--- config.mk ---
export PLATFORM = sky130hd
export DESIGN_NAME = seed_lfsr_gen
export DESIGN_NICKNAME = d
export VERILOG_FILES = /design/src/rtl/seed_lfsr_gen.sv
export SDC_FILE = /design/constraint.sdc
export NUM_CORES = 1
export LEC_CHECK = 0
export ABC_AREA = 1
export CELL_PAD_IN_SITES_DETAIL_PLACEMENT = 0
export CELL_PAD_IN_SITES_GLOBAL_PLACEMENT = 1
export CORE_ASPECT_RATIO = 0.9
export CORE_MARGIN = 2
export CORE_UTILIZATION = 35
export CTS_CLUSTER_SIZE = 16
export DETAILED_ROUTE_END_ITERATION = 12
export PLACE_DENSITY = 0.83
export SYNTH_ARGS = -nofsm -noshare
export SYNTH_HDL_FRONTEND = slang
export SYNTH_SLANG_ARGS = --single-unit
--- constraint.sdc ---
create_clock -name clk -period 6.7 [get_ports clk]
set_input_delay 1.005 -clock clk [delete_from_list [all_inputs] [get_ports clk]]
set_output_delay 1.005 -clock clk [all_outputs]
set_load 0.005 [all_outputs]
--- src/rtl/seed_lfsr_gen.sv ---
// Seed word producer: 64-bit-capable Galois LFSR behind a valid/ready handshake.
// Define SEED_LFSR_STEP4_EN to advance the LFSR four steps per transfer.
module seed_lfsr_gen #(
  parameter int          WIDTH = 64,
  parameter logic [63:0] TAPS  = 64'hD800_0000_0000_0000,
  parameter logic [63:0] INIT  = 64'h0000_0000_0000_0001
) (
  input  logic             clk,
  input  logic             reset,
  input  logic             load,
  input  logic [WIDTH-1:0] load_value,
  input  logic             start,
  input  logic [15:0]      burst_len,
  input  logic             stop,
  output logic [WIDTH-1:0] seed,
  output logic             seed_valid,
  input  logic             seed_ready,
  output logic             busy,
  output logic             done,
  output logic             lockup,
  output logic [15:0]      xfer_count
);

  typedef enum logic {
    IDLE = 1'b0,
    RUN  = 1'b1
  } state_t;

  localparam logic [WIDTH-1:0] TAP_MASK  = TAPS[WIDTH-1:0];
  localparam logic [WIDTH-1:0] INIT_SEED = INIT[WIDTH-1:0];

  state_t           state;
  state_t           state_next;
  logic [WIDTH-1:0] lfsr;
  logic [WIDTH-1:0] lfsr_next;
  logic [15:0]      remaining;
  logic [15:0]      remaining_next;
  logic             done_next;
  logic             lockup_next;
  logic             xfer;

  function automatic logic [WIDTH-1:0] lfsr_step(input logic [WIDTH-1:0] s);
    return {1'b0, s[WIDTH-1:1]} ^ (s[0] ? TAP_MASK : {WIDTH{1'b0}});
  endfunction

  function automatic logic [WIDTH-1:0] lfsr_advance(input logic [WIDTH-1:0] s);
`ifdef SEED_LFSR_STEP4_EN
    return lfsr_step(lfsr_step(lfsr_step(lfsr_step(s))));
`else
    return lfsr_step(s);
`endif
  endfunction

  assign seed       = lfsr;
  assign seed_valid = (state == RUN);
  assign busy       = (state == RUN);
  assign xfer       = (state == RUN) && seed_ready;

  // Next-state, LFSR, burst bookkeeping and lock-up decisions.
  always_comb begin
    state_next     = state;
    lfsr_next      = lfsr;
    remaining_next = remaining;
    done_next      = 1'b0;
    lockup_next    = lockup;
    case (state)
      IDLE: begin
        if (load) begin
          if (load_value == {WIDTH{1'b0}}) begin
            lfsr_next   = INIT_SEED;
            lockup_next = 1'b1;
          end else begin
            lfsr_next   = load_value;
            lockup_next = 1'b0;
          end
        end else if (start) begin
          remaining_next = burst_len;
          state_next     = RUN;
        end else begin
          state_next = IDLE;
        end
      end
      RUN: begin
        if (xfer) begin
          lfsr_next = lfsr_advance(lfsr);
          if (remaining != 16'd0) begin
            remaining_next = remaining - 16'd1;
          end else begin
            remaining_next = remaining;
          end
        end else begin
          lfsr_next = lfsr;
        end
        // remaining stays 0 throughout free-run, so only a real burst can finish here.
        if (xfer && (remaining == 16'd1)) begin
          done_next  = 1'b1;
          state_next = IDLE;
        end else if (stop) begin
          state_next = IDLE;
        end else begin
          state_next = RUN;
        end
      end
      default: begin
        state_next = IDLE;
      end
    endcase
  end

  // State, LFSR and status registers.
  always_ff @(posedge clk or posedge reset) begin
    if (reset) begin
      state      <= IDLE;
      lfsr       <= INIT_SEED;
      remaining  <= 16'd0;
      done       <= 1'b0;
      lockup     <= 1'b0;
      xfer_count <= 16'd0;
    end else begin
      state     <= state_next;
      lfsr      <= lfsr_next;
      remaining <= remaining_next;
      done      <= done_next;
      lockup    <= lockup_next;
      if (xfer) begin
        xfer_count <= xfer_count + 16'd1;
      end
    end
  end

endmodule

# ---- Yosys cells after proc, flatten, opt, wreduce, memory -nomap -nowiden
# Cells that the tools add are included.
dict set report totals {
  word_cells 41
  in_bits 86
  register_bits 99
  out_inout_bits 84
}
dict set report op_classes {
  n_reduce_logical 7
  muxes 18
  n_eq_ne 6
  n_bitwise 2
  n_addsub 2
}
# operator n
set op_table {}
lappend op_table {{two-way mux 64 bit} 4}
lappend op_table {{one-hot mux 64 bit (2 select lines)} 1}
lappend op_table {{zero test 64 bit} 1}
lappend op_table {{two-way mux 16 bit} 4}
lappend op_table {{bitwise XOR 63 x 64 -> 64 bit} 1}
lappend op_table {{one-hot mux 16 bit (2 select lines)} 1}
lappend op_table {{adder 16 x 1 -> 16 bit (second input constant)} 1}
lappend op_table {{equality test 16 x 1 -> 1 bit (second input constant)} 1}
lappend op_table {{nonzero test 16 bit} 1}
lappend op_table {{subtractor 16 x 1 -> 16 bit (second input constant)} 1}
lappend op_table {{two-way mux 1 bit} 7}
lappend op_table {{inequality test 2 bit (second input constant)} 3}
lappend op_table {{inequality test 2 x 1 -> 1 bit (second input constant)} 2}
lappend op_table {{AND reduction 2 bit} 2}
lappend op_table {{AND reduction 4 bit} 1}
lappend op_table {{logical AND 1 bit} 2}
lappend op_table {{one-hot mux 1 bit (2 select lines)} 1}
lappend op_table {{inverter 1 bit} 1}

# ---- Longest topological paths before layout
# Gate-level depths: netlist of run 1.
dict set report logic_depth {
  word_depth 4
  depth_mapped 11
}

# ---- Worst setup path before layout of run 1
# No wires, ideal clock.
dict set report synth_timing {
  path_type {input port to flip-flop}
  startpoint {input port seed_ready}
  endpoint {register xfer_count[11]}
  path_stages 6
  slack_ns 4.742
  arrival_ns 1.832
  path_cell_list {nand2_1 nor2_1 nand2_1 nor3_1 nand2_1 xnor2_1}
}
dict set report synth_between {
  elab_chain_len 1
}
# element line
set synth_lines {}
lappend synth_lines {{start: declaration} 17} ;# input logic seed_ready,
lappend synth_lines {{logical AND 1 bit} 57} ;# assign xfer = (state == RUN) && seed_ready;
lappend synth_lines {{end signal: assignment} 126} ;# xfer_count <= xfer_count + 16'd1;
lappend synth_lines {{end: declaration} 21} ;# output logic [15:0] xfer_count
# No other way between the ends.
# A chain may end at the register's enable or synchronous reset.

# ---- Worst setup path after layout of run 1
dict set report layout_timing {
  startpoint {input port seed_ready}
  endpoint {register lfsr[32] (netlist: seed[32])}
}
dict set report layout_between {
  elab_chain_len 3
}
# element line
set layout_lines {}
lappend layout_lines {{logical AND 1 bit} 57}
lappend layout_lines {{inequality test 2 x 1 -> 1 bit (no line)} n/a}
lappend layout_lines {{AND reduction 2 bit (no line)} n/a}
lappend layout_lines {{end signal: assignment} 121} ;# lfsr <= lfsr_next;
lappend layout_lines {{end: declaration} 34} ;# logic [WIDTH-1:0] lfsr;
# No other way between the ends.

==> results of run 1 <==
## worst max-delay path: stages
cell and delay, ns:
clkdlybuf4s50_1 0.44, nand2_2 0.08, buf_4 0.51, nand2_2 0.46
buf_4 0.42, nor2_1 0.16, a21oi_1 0.06
## layout make-up
type,instances,area (sq um)
Sequential cell,99,2480
Tap cell,198,248
Fill cell,1505,7330
Clock inverter,6,42.5
Timing Repair Buffer,174,1730
Clock buffer,10,229
Inverter,38,145
Multi-Input combinational cell,566,2510
## power breakdown
part	switching [uW]	internal, uW
Clock	238	252
Combinational	332	360
Sequential	144	735
## per-layer routing
metal	part of all wire, %	global-route usage [%]
met4	1.4	5.65
met3	8.2	6.25
met2	43	31.4
met5	0	0
met1	47	28.6
## layout by cell type, fill, tap and decap left out, drive strengths merged, types with 2 or more instances in the layout
master           n
xnor2            5
buf              5
nand4            3
a21oi           61
clkinvlp         2
inv             38
a31oi            4
clkbuf          10
nor2           140
or2              4
o21ai           71
clkdlybuf4s50  169
nand3           26
clkinv           4
dfrtp           98
a22oi            3
xor2             6
nor3             6
nand2          230
ha               3
o31ai            2
## state kept, by name, summed over array words and instances, names as in the netlist
signal,count
seed,64
lockup,1
done,1
busy,1
xfer_count,16
remaining,16
## cells by family after synthesis
family / share of synthesized area [%]
XOR/XNOR: 1.83
buffers and inverters: 5.64
adder cells (fa/ha/maj): 0.711
flip-flops: 47.0
multiplexers: 0.190
AND/OR/NAND/NOR: 30.9
AO/OA/AOI/OAI: 13.8
## how the worst max path moves through the flow
stage / slack (ns) / endpoint / from / cells after the start
after floorplan: 3.11 / busy / reset / 1
after global placement: 3.45 / seed[30] / seed_ready / 7
after detailed placement: 3.39 / seed[32] / seed_ready / 7
after CTS: 3.76 / seed_valid / busy / 1
after global routing: 3.45 / seed[50] / seed_ready / 7
final: 3.71 / seed[32] / seed_ready / 7
## per-stage QoR
step,total power [uW],hold slack (ns),instances,setup slack [ns],instance area [sq um]
after global placement,1580,0.470,1075,3.45,7110
after detailed placement,1580,0.484,1075,3.39,7110
after floorplan,1210,0.453,737,3.11,5280
after CTS,2090,0.501,1091,3.76,7380
after global routing,2220,0.536,1091,3.45,7380
final,2060,0.497,1091,3.71,7380
==> flow_summary_export.csv, run 1 <==
group,metric,value,unit
run_status,status,"finished clean",
floorplanning,std_cell_rows,42,
clock_network,cts_max_path_buffers,2,
critical_path,rr_endpoint,"seed[32]",
timing,grt_setup_unrepaired,"false",
route,avgViaCountPerCell,4.81,
floorplanning,initial_core_util,35.9,%
final_layout,drive_above_1_share,4.26,%
timing,slew_violations,0,
synth,synth_commonest_cells,"nand2_1, nor2_1, dfrtp_1",
clock_network,tritoncts,"yes",
synth,syn_inst,737,
final_layout,fin_util,50.2,%
critical_path,worst-setup-path-type,"input port to flip-flop",
route,wl_per_cell,14.6,um
critical_path,worstPathMaxFanout,69,
clock_network,cts_resized,0,
flow_run,maxCapViolCount,0,
synth,synth_seq_cells,99,
floorplanning,chipWidth,133,um
final_layout,areaGrowthSynthToFinish,39.9,%
grt,grt_overflow,0,
critical_path,arrival,3.23,ns
place,place.gp.congestion,0.792,
synth,synth-edff-count,0,
clock_network,clkTransAtPathRegs,0.07,ns
grt,grt_pass1_vias,5092,
route,dr.pass1.iters,4,
critical_path,worstPathRequired,6.94,ns
critical_path,startpoint_type,"input port",
pwr,p_leak,0.00330,uW
synth,synthDistinctLibCells,31,
min_path,hold_end,"remaining[1]",
clock_network,cts_hold_buffers,0,
grt,grt_max_degree,84,
clock_network,clock_latency,0.36,ns
synth,syn-num-nets,826,
synth,synthTopCellsByArea,"dfrtp_1, nand2_1, nor2_1",
final_layout,fin_nets,977,
route,via_count,5248,
timing,worst_slew_pin_slew,0.917,ns
timing,finClkSkew,0.00657,ns
floorplanning,io_pins,170,
timing,period_needed,2.99,ns
critical_path,rr_worst_depth,7,
min_path,hp-class,"flip-flop to flip-flop",
synth,yosysTopAreaCell,"dfrtp_1",
pwr,powerDensity,279,nW/um^2
timing,setup_total_negative_slack,0,ns
synth,synth_area,5280,sq um
synth,seq_area_frac_synth,47.0,%
route,drtAntennaViolNets,0,
place,port-buffer-count,169,
min_path,hold_depth,2,
route,drt_first_iter_violations,282,
timing,fmax,334,MHz
pwr,ir_drop,0.129,mV
synth,synth_area_per_cell,7.16,sq um
grt,grt_use_total,20.6,%
timing,setup_violations,0,
synth,synth_top_area_share,46.5,%
critical_path,endpoint_kind,"flip-flop",
clock_network,htreeDepth,3,
place,hpwl,10.9,mm
floorplanning,die_area,16100,sq um
synth,ys_warn_count,0,
floorplanning,core,14700,sq um
synth,yosysMostFrequentCell,"nand2_1",
route,wirelength,15.9,mm
timing,timing_hold_violations_final,0,
grt,antenna_found_initial,1,
min_path,hp-start,"remaining[1]",
route,drc_errors,0,
critical_path,r2r_setup_slack,3.89,ns
critical_path,r2r_start,"busy",
clock_network,clock-sinks,99,
floorplanning,die_y,120,um
clock_network,cts_made_buffers,9,
final_layout,diodes,0,
grt,grt_pass1_wl,26.4,mm
timing,slew_headroom,38.9,%
synth,async_flop_share,100,%
clock_network,cts_setup_buffers,0,
timing,fin_crit_sh,44.7,%
clock_network,clock-root-buffer,"clkbuf_16",
synth,ys.flop_type,"dfrtp_1",
Power figures use the tool's default switching activity.
==> run 2, diff against run 1 <==
--- a/config.mk
+++ b/config.mk
@@ -10,10 +10,10 @@
 export CELL_PAD_IN_SITES_GLOBAL_PLACEMENT = 1
 export CORE_ASPECT_RATIO = 0.9
 export CORE_MARGIN = 2
-export CORE_UTILIZATION = 35
+export CORE_UTILIZATION = 29
 export CTS_CLUSTER_SIZE = 16
 export DETAILED_ROUTE_END_ITERATION = 12
-export PLACE_DENSITY = 0.83
+export PLACE_DENSITY = 0.73
 export SYNTH_ARGS = -nofsm -noshare
 export SYNTH_HDL_FRONTEND = slang
 export SYNTH_SLANG_ARGS = --single-unit
==> constraint.sdc (replaced) <==
create_clock -name clk -period 2.6 [get_ports clk]
set_input_delay 0.39 -clock clk [delete_from_list [all_inputs] [get_ports clk]]
set_output_delay 0.39 -clock clk [all_outputs]
set_load 0.005 [all_outputs]
==> flow_summary_export.csv, run 2 (synthesized netlist as in run 1, its figures left out) <==
group,metric,value,unit
run_status,status,"finished clean",
pwr,intPower,3510,uW
critical_path,r2r_setup_slack,0.87,ns
timing,grt_setup_unrepaired,"false",
final_layout,diodes,0,
clock_network,clkTransAtPathRegs,0.07,ns
clock_network,cts_hold_buffers,0,
place,pre_cts_ws,0.571,ns
final_layout,final_common_cell,"nand2_1",
clock_network,clock-sinks,99,
route,drc_errors,0,
route,dr.pass1.iters,5,
floorplanning,die_area,19300,sq um
grt,grt_pass1_vias,5214,
route,drt_first_iter_violations,267,
floorplanning,initial_core_util,29.8,%
final_layout,fin_util,42.4,%
timing,setup_violations,0,
floorplanning,die_y,132,um
timing,setup_total_negative_slack,0,ns
clock_network,clock-root-buffer,"clkbuf_16",
grt,antenna_found_initial,1,
route,wirelength,16.9,mm
critical_path,crit_buf_inv,1,
floorplanning,core,17700,sq um
clock_network,cts_max_path_buffers,2,
final_layout,areaGrowthSynthToFinish,42.5,%
timing,worst_slew_pin_slew,0.621,ns
critical_path,crit_chain,"clkdlybuf4s50_1",
timing,slew_headroom,58.6,%
route,drtAntennaViolNets,0,
critical_path,worst-setup-path-type,"flip-flop to primary output",
pwr,power_frac_comb,33.8,%
final_layout,fin_nets,980,
final_layout,layoutNonFillerInstCount,1136,
critical_path,arrival,1.51,ns
pwr,ir_drop,0.340,mV
floorplanning,std_cell_rows,46,
clock_network,clock_latency,0.36,ns
floorplanning,io_pins,170,
place,port-buffer-count,169,
min_path,hp-class,"flip-flop to flip-flop",
floorplanning,chipWidth,146,um
critical_path,worstPathRequired,2.21,ns
place,hpwl,11.5,mm
pwr,powerDensity,720,nW/um^2
route,wl_per_cell,14.9,um
critical_path,endpoint_kind,"primary output",
pwr,pwr-share-clk,24.5,%
flow_run,maxCapViolCount,0,
pwr,seqPwrFrac,41.7,%
clock_network,tritoncts,"yes",
pwr,swShare,35.1,%
timing,finClkSkew,0.00853,ns
critical_path,worstPathMaxFanout,8,
timing,period_needed,1.90,ns
timing,fin_crit_sh,73.0,%
timing,timing_hold_violations_final,0,
final_layout,drive_above_1_share,4.58,%
timing,timing.final.ws_setup,0.703,ns
grt,grt_overflow,0,
grt,grt_max_degree,100,
route,via_count,5262,
critical_path,crit_slowest_cell,"dfstp_2",
critical_path,slowest_delay,0.62,ns
critical_path,cpLargestDelayFamily,"flip-flops",
place,place.gp.congestion,0.794,
grt,grt_use_total,17.8,%
final_layout,layout_common_cells,"nand2_1, clkdlybuf4s50_1, nor2_1",
clock_network,cts_made_buffers,9,
final_layout,largest_register_ffs,64,
route,avgViaCountPerCell,4.63,
pwr,power_switching,1900,uW
clock_network,cts_resized,0,
clock_network,cts_setup_buffers,0,
critical_path,startpoint_type,"flip-flop",
grt,grt_pass1_wl,27.7,mm
timing,slew_violations,0,
place,dp_cells,1120,
timing,fmax,527,MHz
clock_network,htreeDepth,3,
pwr,p_leak,0.00333,uW
[run 2: cell types whose count changed in the layout (fill, tap and decap cells not counted), sizes merged]
cell	delta
buf	+3
clkinv	-3
inv	+3
[run 2: area by class of cell]
type	instances	area [sq um]
fillers	1866	10200
multi-input cells	566	2510
flip-flops and latches	99	2480
repair buffers	177	1800
well taps	240	300
clock buffers	10	229
inverters	38	146
clock inverters	6	53.8
[run 2: metrics by stage]
step                      cell area, sq um  power (uW)  hold WS (ns)
final                                 7520        5410         0.487
after global routing                  7520        5810         0.536
after CTS                             7520        5490         0.496
after detailed placement              7240        4120         0.481
after global placement                7240        4120         0.470
after floorplan                       5280        3110         0.453
[run 2: path summary, 6_finish.rpt]
| check | startpoint | to | depth (start not counted) |
|---|---|---|---|
| max in group asynchronous | reset | seed[54] | 3 |
| worst max register to register | remaining[1] | remaining[8] | 10 |
| worst max-delay path | seed[0] | seed[0] | 1 |
| min in group asynchronous | reset | seed[10] | 3 |
| worst min register to register | remaining[1] | remaining[1] | 2 |
| worst min-delay path | remaining[1] | remaining[1] | 2 |
[run 2: power by group through the flow]
stage / sequential, uW / combinational [uW] / clock (uW)
after detailed placement: 2270 / 1850 / 0
after global placement: 2290 / 1830 / 0
final: 2260 / 1830 / 1330
after CTS: 2250 / 1860 / 1380
after global routing: 2310 / 2060 / 1430
after floorplan: 2210 / 895 / 0
[run 2: per-layer routing]
metal | vias to the layer above | track usage (%) | wire, um
met1 | 2421 | 23.4 | 7880
met3 | 16 | 7.34 | 1510
met2 | 160 | 27.9 | 7300
met5 | - | 0 | 13
met4 | 2 | 3.45 | 170
li1 | 2663 | - | -
==> run 3, diff against run 2 <==
==> constraint.sdc (replaced) <==
create_clock -name clk -period 1.5 [get_ports clk]
set_input_delay 0.225 -clock clk [delete_from_list [all_inputs] [get_ports clk]]
set_output_delay 0.225 -clock clk [all_outputs]
set_load 0.005 [all_outputs]
==> flow_summary_export.csv, run 3 (synthesized netlist as in run 1, its figures left out) <==
group,metric,value,unit
run_status,status,"finished clean",
critical_path,rr_endpoint,"remaining[1]",
pwr,powerDensity,1240,nW/um^2
grt,grt_overflow,0,
timing,finClkSkew,0.00281,ns
flow_run,maxCapViolCount,0,
timing,fmax,679,MHz
clock_network,htreeDepth,3,
pwr,ir_drop,0.626,mV
floorplanning,io_pins,170,
floorplanning,initial_core_util,29.8,%
clock_network,clock-root-buffer,"clkbuf_16",
route,drt_first_iter_violations,241,
final_layout,layout_common_cells,"nand2_1, nor2_1, clkdlybuf4s50_1",
final_layout,fin_nets,1098,
critical_path,worstPathMaxFanout,5,
grt,grt_pass1_wl,29.9,mm
critical_path,r2r_setup_slack,0.03,ns
grt,grt_use_total,19.4,%
pwr,p_leak,0.00443,uW
clock_network,cts_max_path_buffers,2,
grt,antenna_found_initial,0,
grt,grt_pass1_vias,5659,
clock_network,clock_latency,0.35,ns
place,place.gp.congestion,0.802,
final_layout,largest_register_ffs,64,
place,hpwl,12.5,mm
critical_path,worstPathRequired,1.78,ns
timing,setup_violations,0,
clock_network,clkTransAtPathRegs,0.07,ns
final_layout,fin_util,51.3,%
place,dp_cells,1182,
final_layout,drive_above_1_share,21.7,%
timing,fin_crit_sh,98.2,%
final_layout,final_common_cell,"nand2_1",
floorplanning,die_area,19300,sq um
timing,slew_headroom,73.3,%
route,dr.pass1.iters,5,
floorplanning,core,17700,sq um
grt,grt_max_degree,64,
floorplanning,chipWidth,146,um
clock_network,tritoncts,"yes",
route,drc_errors,0,
timing,timing_hold_violations_final,0,
clock_network,clock-sinks,99,
final_layout,areaGrowthSynthToFinish,72.5,%
route,via_count,5841,
route,drtAntennaViolNets,0,
final_layout,layoutNonFillerInstCount,1255,
route,avgViaCountPerCell,4.65,
min_path,hp-class,"input port to asynchronous set/reset pin",
critical_path,startpoint_type,"flip-flop",
clock_network,cts_hold_buffers,0,
timing,period_needed,1.47,ns
critical_path,arrival,1.76,ns
clock_network,cts_made_buffers,9,
route,wl_per_cell,15.8,um
critical_path,r2r_start,"remaining[1]",
floorplanning,std_cell_rows,46,
critical_path,worst-setup-path-type,"flip-flop to flip-flop",
timing,slew_violations,0,
floorplanning,die_y,132,um
place,port-buffer-count,169,
timing,worst_slew_pin_slew,0.398,ns
route,wirelength,19.8,mm
critical_path,endpoint_kind,"flip-flop",
timing,grt_setup_unrepaired,"true",
critical_path,rr_worst_depth,11,
[run 3: changes by cell type in the layout (fill, tap and decap cells not counted), moves of 7 or more]
cell | previous run | this run
buf_4 | 4 | 97
clkdlybuf4s50_1 | 169 | 109
dlymetal6s2s_1 | 0 | 36
nand2_1 | 223 | 198
dlygate4sd2_1 | 0 | 23
nand2_2 | 6 | 26
nor2_1 | 138 | 120
nor2_2 | 1 | 12
buf_6 | 0 | 8
clkbuf_16 | 9 | 16
nor2_4 | 1 | 8
[run 3: worst max-delay path by stage]
| stage | start | end | slack, ns | cells past startpoint |
|---|---|---|---|---|
| final | remaining[1] | remaining[1] | 0.03 | 11 |
| after global routing | remaining[2] | remaining[11] | -0.08 | 9 |
| after CTS | busy | seed[22] | -0.04 | 8 |
| after global placement | remaining[0] | remaining[6] | -0.22 | 9 |
| after detailed placement | remaining[1] | remaining[3] | -0.26 | 9 |
| after floorplan | remaining[1] | remaining[3] | 0.002 | 10 |
[run 3: where the power goes]
group / internal [uW] / switching, uW / total, uW / leakage (uW)
Sequential: 3280 / 452 / 3730 / 0.00116
Clock: 1550 / 1070 / 2620 / 0.000159
Combinational: 2600 / 2300 / 4900 / 0.00311
Total: 7440 / 3820 / 11300 / 0.00443
[run 3: timing repair]
| item | in CTS | in global routing |
|---|---|---|
| resized for setup | 45 | 126 |
| buffers inserted | 25 | 21 |
| pin swaps | 9 | 36 |
| setup endpoints to repair | 58 | 129 |
| cloned | 4 | 7 |
[run 3: worst max-delay path, stage by stage, from the launching register on]
cell and delay (ns):
dfrtp_1 0.39, inv_2 0.08, ha_4 0.15, nand2_4 0.06, nor2_4 0.13, nand2_2 0.08, nand2_4 0.08, buf_6 0.11
nand2_8 0.10, nand2_8 0.11, nand2_2 0.06, o21ai_2 0.05
[run 3: final cells by class]
cell class | count | area (sq um)
fill | 1779 | 8620
timing repair buffer | 292 | 2990
tap | 240 | 300
sequential | 99 | 2480
inverter | 38 | 151
clock buffer | 12 | 256
clock inverter | 4 | 72.6
antenna | 1 | 2.50
multi-input combinational | 569 | 2850
[run 3: layer usage]
layer	part of all wire [%]	up-vias	track usage (%)
met4	0.87	0	3.61
met2	46	161	30.2
met1	45	2757	26.1
met5	0	-	0
li1	-	2911	-
met3	7.9	12	7.06
[run 3: stage by stage]
stage	TNS (ns)	power [uW]	worst slack (ns)	hold WS [ns]	area, sq um
6_report	0	11300	0.0266	0.191	9100
5_1_grt	-0.866	12000	-0.0767	0.209	9100
4_1_cts	-0.260	10600	-0.0376	0.195	8360
3_5_place_dp	-12.70	7710	-0.261	0.498	7730
3_3_place_gp	-11.30	7700	-0.216	0.471	7730
2_1_floorplan	0	5380	0.00171	0.335	5280
